--- src/rtl/color_result_stabilizer_if.sv ---
// Processor-side publish port of color_result_stabilizer: published result, valid/ack
// handshake and sticky overrun status with its clear strobe.
interface color_result_stabilizer_if;
    // o_valid rises on the cycle after a publish and holds until i_ack is sampled
    // while o_valid is high. A publish coinciding with i_ack keeps o_valid high,
    // because the newly published result has not been acknowledged yet.
    logic [31:0] o_result_stable;
    logic        o_valid;
    logic        o_overrun;
    logic        i_ack;
    logic        i_clr_overrun;

    modport master (
        output o_result_stable, o_valid, o_overrun,
        input  i_ack, i_clr_overrun
    );

    modport slave (
        input  o_result_stable, o_valid, o_overrun,
        output i_ack, i_clr_overrun
    );
endinterface

--- src/rtl/color_result_stabilizer.sv ---
// Debounces the nine-region colour result across camera frames and publishes it.
// Optional macro STABILIZER_NOMATCH_REJECT_EN rejects snapshots containing region code 3'b111.
module color_result_stabilizer #(
    parameter int STABLE_FRAMES = 4,
    parameter int FCNT_WIDTH    = 16
) (
    input  logic                      i_clk_125MHz,
    input  logic                      db_rstn,
    input  logic                      i_sof,
    input  logic [31:0]               i_result,
    input  logic                      i_enable,
    color_result_stabilizer_if.master pub,
    output logic [FCNT_WIDTH-1:0]     o_frame_count,
    output logic [1:0]                o_state
);

    typedef enum logic [1:0] {
        ST_IDLE  = 2'd0,
        ST_TRACK = 2'd1
    } state_e;

    localparam logic [7:0] SF = 8'(STABLE_FRAMES);

    state_e                  state_q, state_d;
    logic [26:0]             cand_q, cand_d;
    logic [7:0]              match_q, match_d;
    logic                    pub_q, pub_d;
    logic [26:0]             stable_q, stable_d;
    logic                    valid_q, valid_d;
    logic                    overrun_q, overrun_d;
    logic [FCNT_WIDTH-1:0]   fcnt_q, fcnt_d;
    logic                    publish;
    logic                    snap_reject;
    logic [26:0]             snap;
    logic                    unused_padding;

    assign snap           = i_result[31:5];
    assign unused_padding = ^i_result[4:0];

`ifdef STABILIZER_NOMATCH_REJECT_EN
    always_comb begin
        snap_reject = 1'b0;
        for (int r = 0; r < 9; r++) begin
            if (snap[r*3 +: 3] == 3'b111) snap_reject = 1'b1;
        end
    end
`else
    assign snap_reject = 1'b0;
`endif

    // Tracking FSM: candidate/match bookkeeping and publish decision on each sof.
    always_comb begin
        state_d = state_q;
        cand_d  = cand_q;
        match_d = match_q;
        pub_d   = pub_q;
        fcnt_d  = fcnt_q;
        publish = 1'b0;
        case (state_q)
            ST_IDLE: begin
                if (i_enable) state_d = ST_TRACK;
            end
            ST_TRACK: begin
                if (!i_enable) begin
                    state_d = ST_IDLE;
                    match_d = 8'd0;
                    pub_d   = 1'b0;
                end else if (i_sof) begin
                    fcnt_d = fcnt_q + FCNT_WIDTH'(1);
                    if (snap_reject) begin
                        match_d = 8'd0;
                    end else if (snap == cand_q && match_q != 8'd0) begin
                        match_d = (match_q >= SF) ? SF : match_q + 8'd1;
                    end else begin
                        cand_d  = snap;
                        match_d = 8'd1;
                    end
                    publish = !snap_reject && (match_d == SF) &&
                              (!pub_q || cand_d != stable_q);
                    if (publish) pub_d = 1'b1;
                end
            end
            default: state_d = ST_IDLE;
        endcase
    end

    // Publish wins over a simultaneous ack, and overrun set wins over its clear.
    always_comb begin
        stable_d  = publish ? cand_d : stable_q;
        valid_d   = publish ? 1'b1 : (pub.i_ack ? 1'b0 : valid_q);
        overrun_d = (publish && valid_q) ? 1'b1 :
                    (pub.i_clr_overrun ? 1'b0 : overrun_q);
    end

    always_ff @(posedge i_clk_125MHz or negedge db_rstn) begin
        if (!db_rstn) begin
            state_q   <= ST_IDLE;
            cand_q    <= '0;
            match_q   <= '0;
            pub_q     <= 1'b0;
            stable_q  <= '0;
            valid_q   <= 1'b0;
            overrun_q <= 1'b0;
            fcnt_q    <= '0;
        end else begin
            state_q   <= state_d;
            cand_q    <= cand_d;
            match_q   <= match_d;
            pub_q     <= pub_d;
            stable_q  <= stable_d;
            valid_q   <= valid_d;
            overrun_q <= overrun_d;
            fcnt_q    <= fcnt_d;
        end
    end

    assign pub.o_result_stable = {stable_q, 5'b0};
    assign pub.o_valid         = valid_q;
    assign pub.o_overrun       = overrun_q;
    assign o_frame_count       = fcnt_q;
    assign o_state             = state_q;

endmodule

--- src/flat_wrapper.sv ---
// flat-port wrapper written by rule: the top's interface ports become plain ports
module color_result_stabilizer_flat 
#(
    parameter int STABLE_FRAMES = 4,
    parameter int FCNT_WIDTH    = 16
)
  (i_clk_125MHz, db_rstn, i_sof, i_result, i_enable, o_frame_count, o_state, pub_o_result_stable, pub_o_valid, pub_o_overrun, pub_i_ack, pub_i_clr_overrun);
  color_result_stabilizer_if pub_i ();
  input  logic i_clk_125MHz;
  input  logic db_rstn;
  input  logic i_sof;
  input  logic [31:0] i_result;
  input  logic i_enable;
  output logic [FCNT_WIDTH-1:0] o_frame_count;
  output logic [1:0] o_state;
  output wire logic [$bits(pub_i.o_result_stable)-1:0] pub_o_result_stable;
  output wire logic [$bits(pub_i.o_valid)-1:0] pub_o_valid;
  output wire logic [$bits(pub_i.o_overrun)-1:0] pub_o_overrun;
  input wire logic [$bits(pub_i.i_ack)-1:0] pub_i_ack;
  input wire logic [$bits(pub_i.i_clr_overrun)-1:0] pub_i_clr_overrun;
  assign pub_o_result_stable = pub_i.o_result_stable;
  assign pub_o_valid = pub_i.o_valid;
  assign pub_o_overrun = pub_i.o_overrun;
  assign pub_i.i_ack = pub_i_ack;
  assign pub_i.i_clr_overrun = pub_i_clr_overrun;
  color_result_stabilizer #(.STABLE_FRAMES(STABLE_FRAMES), .FCNT_WIDTH(FCNT_WIDTH)) u_core (.i_clk_125MHz(i_clk_125MHz), .db_rstn(db_rstn), .i_sof(i_sof), .i_result(i_result), .i_enable(i_enable), .pub(pub_i), .o_frame_count(o_frame_count), .o_state(o_state));
endmodule
--- config.mk ---
export PLATFORM = sky130hd
export DESIGN_NAME = color_result_stabilizer_flat
export DESIGN_NICKNAME = d
export VERILOG_FILES = /design/src/rtl/color_result_stabilizer_if.sv /design/src/rtl/color_result_stabilizer.sv /design/src/flat_wrapper.sv
export SDC_FILE = /design/constraint.sdc
export NUM_CORES = 1
export LEC_CHECK = 0
export ABC_CLOCK_PERIOD_IN_PS = 2100
export CORE_MARGIN = 5
export CORE_UTILIZATION = 30
export CTS_CLUSTER_SIZE = 14
export DETAILED_ROUTE_END_ITERATION = 8
export PLACE_DENSITY = 0.54
export SETUP_SLACK_MARGIN = 0.4
export SYNTH_ARGS = -nofsm -noshare
export SYNTH_HDL_FRONTEND = slang
export SYNTH_SLANG_ARGS = --single-unit
--- constraint.sdc ---
create_clock -name i_clk_125MHz -period 2.1 [get_ports i_clk_125MHz]
set_clock_uncertainty 0.2 [all_clocks]
set_input_delay 0.42 -clock i_clk_125MHz [delete_from_list [all_inputs] [get_ports i_clk_125MHz]]
set_output_delay 0.42 -clock i_clk_125MHz [all_outputs]
set_load 0.05 [all_outputs]
==> results.txt <==
Status = finished, violations left
Failing checks = setup timing
Critical Path Fanout Max = 10
Global-route wire length before repair = 16.9 mm
DRC viols = 0
Final setup fails = 33
Root Buffer = clkbuf_16
Drt pass-1 iters = 4
Final Hold Vio Count = 0
IO Pins = 90
Setup crit end kind = flip-flop
Fin crit period = 2.62 ns
# clock sinks = 82
Top Family by Delay on Critical Path = buffers and inverters
Worst hold start = i_result[27]
Worst hold path type = primary input to flip-flop
Vias = 2985
Initial antenna violation count = 0
Row count = 42
Worst EP arrival = 2.63 ns
Max stage delay on crit path = 0.43 ns
Max Cap Viol = 0
Synth-to-Final Area Change = 50.6%
HPWL after detailed placement = 7.47 mm
H-tree Lvls = 3
Pre-CTS setup slack = -0.914 ns
Clock latency on the worst-skew pair = 0.34 ns
Yosys warns = 0
Count of pins over their slew limit = 0
Total Nets Final = 560
Post-route ant nets = 0
Via density = 4.26
Port Buffers = 78
Slowest stage cell on the critical path = clkdlybuf4s50_1
Final core occ = 45.6%
Critical Path RT = 2.12 ns
Synth Register Bits = 82
RR Startpoint = u_core.cand_q[13]$_DFF_PN0_
Number of global-route vias before repair = 3121
Largest net degree at the start of global routing = 33
CTS buffer count = 9
Initial Utilization = 30.3%
RSZ-0062 raised after global routing = true
PwrDens = 675 nW/um2
VDD IR max = 0.427 mV
Post-Syn Instances = 360
Fmax = 382 MHz
Largest buffer count on any clock path = 2
Critical path origin = i_result[17]
Total grt overflow = 0
Die H = 125 um
Synth area leader = dfrtp_1
Final Cycle Share = 125%
WS Path Type = primary input to flip-flop
Synth area leaders = dfrtp_1 (52%), mux2_4 (10%), nand2_1 (9.2%), xor2_1 (8.6%), xnor2_1 (6.6%)
Total track usage = 13.6%
ANT cells = 0
Share of cells above drive strength 1 = 40.8%
Pleak = 0.00307 uW
Die width = 125 um
Yosys top cell area share = 51.5%
Die area = 15700 um2
Min Hold Slack = 0.226 ns
Core Area = 13100 um2
Critical Path Source Type = primary input
Register area share after synthesis = 51.5%
Syn_area_per_cell = 11.1 um2
Post-DR wirelength/cell = 14.7 um
Initial DRC Count = 145
CTS tree = yes
CP Cell Sequence = clkdlybuf4s50_1 > xor2_1 > nor4_2 > nand2_2 > a2111oi_4 > nand4_2 > buf_6 > buf_12 > mux2_4
Cell Area, Synth = 3980 um2
Worst path buffer plus inverter count = 3
Worst-path clk slew = 0.06 ns
Routed wire length = 10.3 mm
RePlAce Congestion = 0.747
Number of distinct library cells after synthesis = 29
Setup ws final = -0.518 ns
==> report_power, final <==
part,internal [uW],switching [uW]
Clock,794,617
Sequential,1710,110
Combinational,347,469
==> kinds of logic (layout without fill, tap and decap cells) <==
| logic type | Yosys count | after routing | share of synthesized area, % |
|---|---|---|---|
| AND/OR/NAND/NOR | 144 | 144 | 16.7 |
| flip-flops | 82 | 82 | 51.5 |
| XOR/XNOR | 69 | 69 | 15.2 |
| multiplexers | 27 | 27 | 10.2 |
| buffers and inverters | 24 | 183 | 3.42 |
| AO/OA/AOI/OAI | 10 | 10 | 1.95 |
| adder cells (fa/ha/maj) | 3 | 3 | 0.943 |
| other | 1 | 6 | 0.0942 |
==> layout make-up <==
cell class | count | area, um2
inverter | 7 | 26.3
sequential | 82 | 2080
multi-input combinational | 259 | 1930
clock inverter | 4 | 20.0
timing repair buffer | 160 | 1490
clock buffer | 12 | 236
fill | 1251 | 7140
tap | 176 | 220
==> synth_stat cells <==
cell and instances:
a2111oi_4 1, a22o_1 1, and2_1 6, and3_1 3
and4_1 1, buf_1 4, buf_2 1, buf_4 6
buf_6 3, clkbuf_1 3, conb_1 1, dfrtp_1 82
ha_1 3, inv_1 7, mux2_4 27, nand2_1 98
nand3_1 6, nand4_1 10, nand4_2 1, nor2_1 6
nor3_1 1, nor4_1 7, nor4_2 4, o21ai_0 6
o21ai_1 1, o22ai_1 1, or3_1 1, xnor2_1 30
xor2_1 39
==> layer usage <==
| layer | wire length [um] | vias up | global-route usage (%) |
|---|---|---|---|
| met5 | 0 | - | 0 |
| met4 | 138 | 0 | 4.21 |
| met3 | 438 | 11 | 3.84 |
| met2 | 4860 | 61 | 20.8 |
| met1 | 4870 | 1433 | 18.9 |
| li1 | - | 1480 | - |
==> flip-flops by register name (all words and copies together) (netlist names) <==
name,count
u_core.cand_q,27
u_core.match_q,8
u_core.o_frame_count,16
u_core.o_state,1
u_core.pub.o_overrun,1
u_core.pub.o_valid,1
u_core.pub_q,1
u_core.stable_q,27
==> layout by cell type, fill, tap and decap left out, types with 2 or more instances in the layout <==
cell type and n:
and3_1 2, dlygate4sd2_1 14, buf_8 6, nor2_1 4, and2_1 6, o21ai_2 3
nand4_1 10, xor2_1 38, nand2_1 94, o21ai_1 2, xnor2_2 2, xnor2_1 28
nand3_1 5, dfrtp_1 63, buf_4 87, nor4_1 4, clkdlybuf4s50_1 12, mux2_4 27
nor2_4 2, nor4_2 7, inv_1 7, conb_1 6, dlymetal6s2s_1 5, clkbuf_1 3
buf_12 4, buf_6 31, dfrtp_2 19, clkinv_2 4, ha_1 3, clkbuf_16 9
nand2_2 3, o21ai_0 2
==> repair_timing <==
action                                  in CTS  in global routing
endpoints found under the setup margin      49                 58
pin swaps                                   13                 11
buffers inserted                             9                  3
hold buffers                                 1                  0
gates resized for setup                     44                 41
cloned                                       0                  0
hold endpoints to repair                    29                  0
==> worst register-to-register path, cell delays in order, from the launching register on <==
cell and delay [ns]:
dfrtp_1 0.39, xor2_1 0.18, nor4_2 0.30, buf_4 0.16
nand4_1 0.13, a2111oi_4 0.29, nand4_2 0.19, buf_6 0.18
buf_12 0.14, mux2_4 0.30
==> stage by stage <==
| stage | setup TNS [ns] | instances | power, uW | area [um2] |
|---|---|---|---|---|
| CTS | -14.96 | 697 | 4060 | 5810 |
| global placement | -26.72 | 671 | 2590 | 5370 |
| floorplan | -3.22 | 365 | 2270 | 4060 |
| detailed placement | -28.22 | 671 | 2600 | 5370 |
| global route | -18.70 | 700 | 4260 | 6000 |
| finish | -15.00 | 700 | 4050 | 6000 |
==> worst paths after layout <==
path	end	slack, ns	depth (start not counted)
max	u_core.stable_q[25]$_DFFE_PN0P_	-0.52	9
min	u_core.cand_q[22]$_DFF_PN0_	0.23	3
max reg2reg	u_core.stable_q[25]$_DFFE_PN0P_	-0.48	9
min reg2reg	u_core.o_frame_count[15]$_DFFE_PN0P_	0.26	1
max in group asynchronous	u_core.stable_q[3]$_DFFE_PN0P_	0.66	3
min in group asynchronous	u_core.pub_q$_DFFE_PN0P_	0.37	2
No activity file was read; power rests on OpenSTA's default activity.
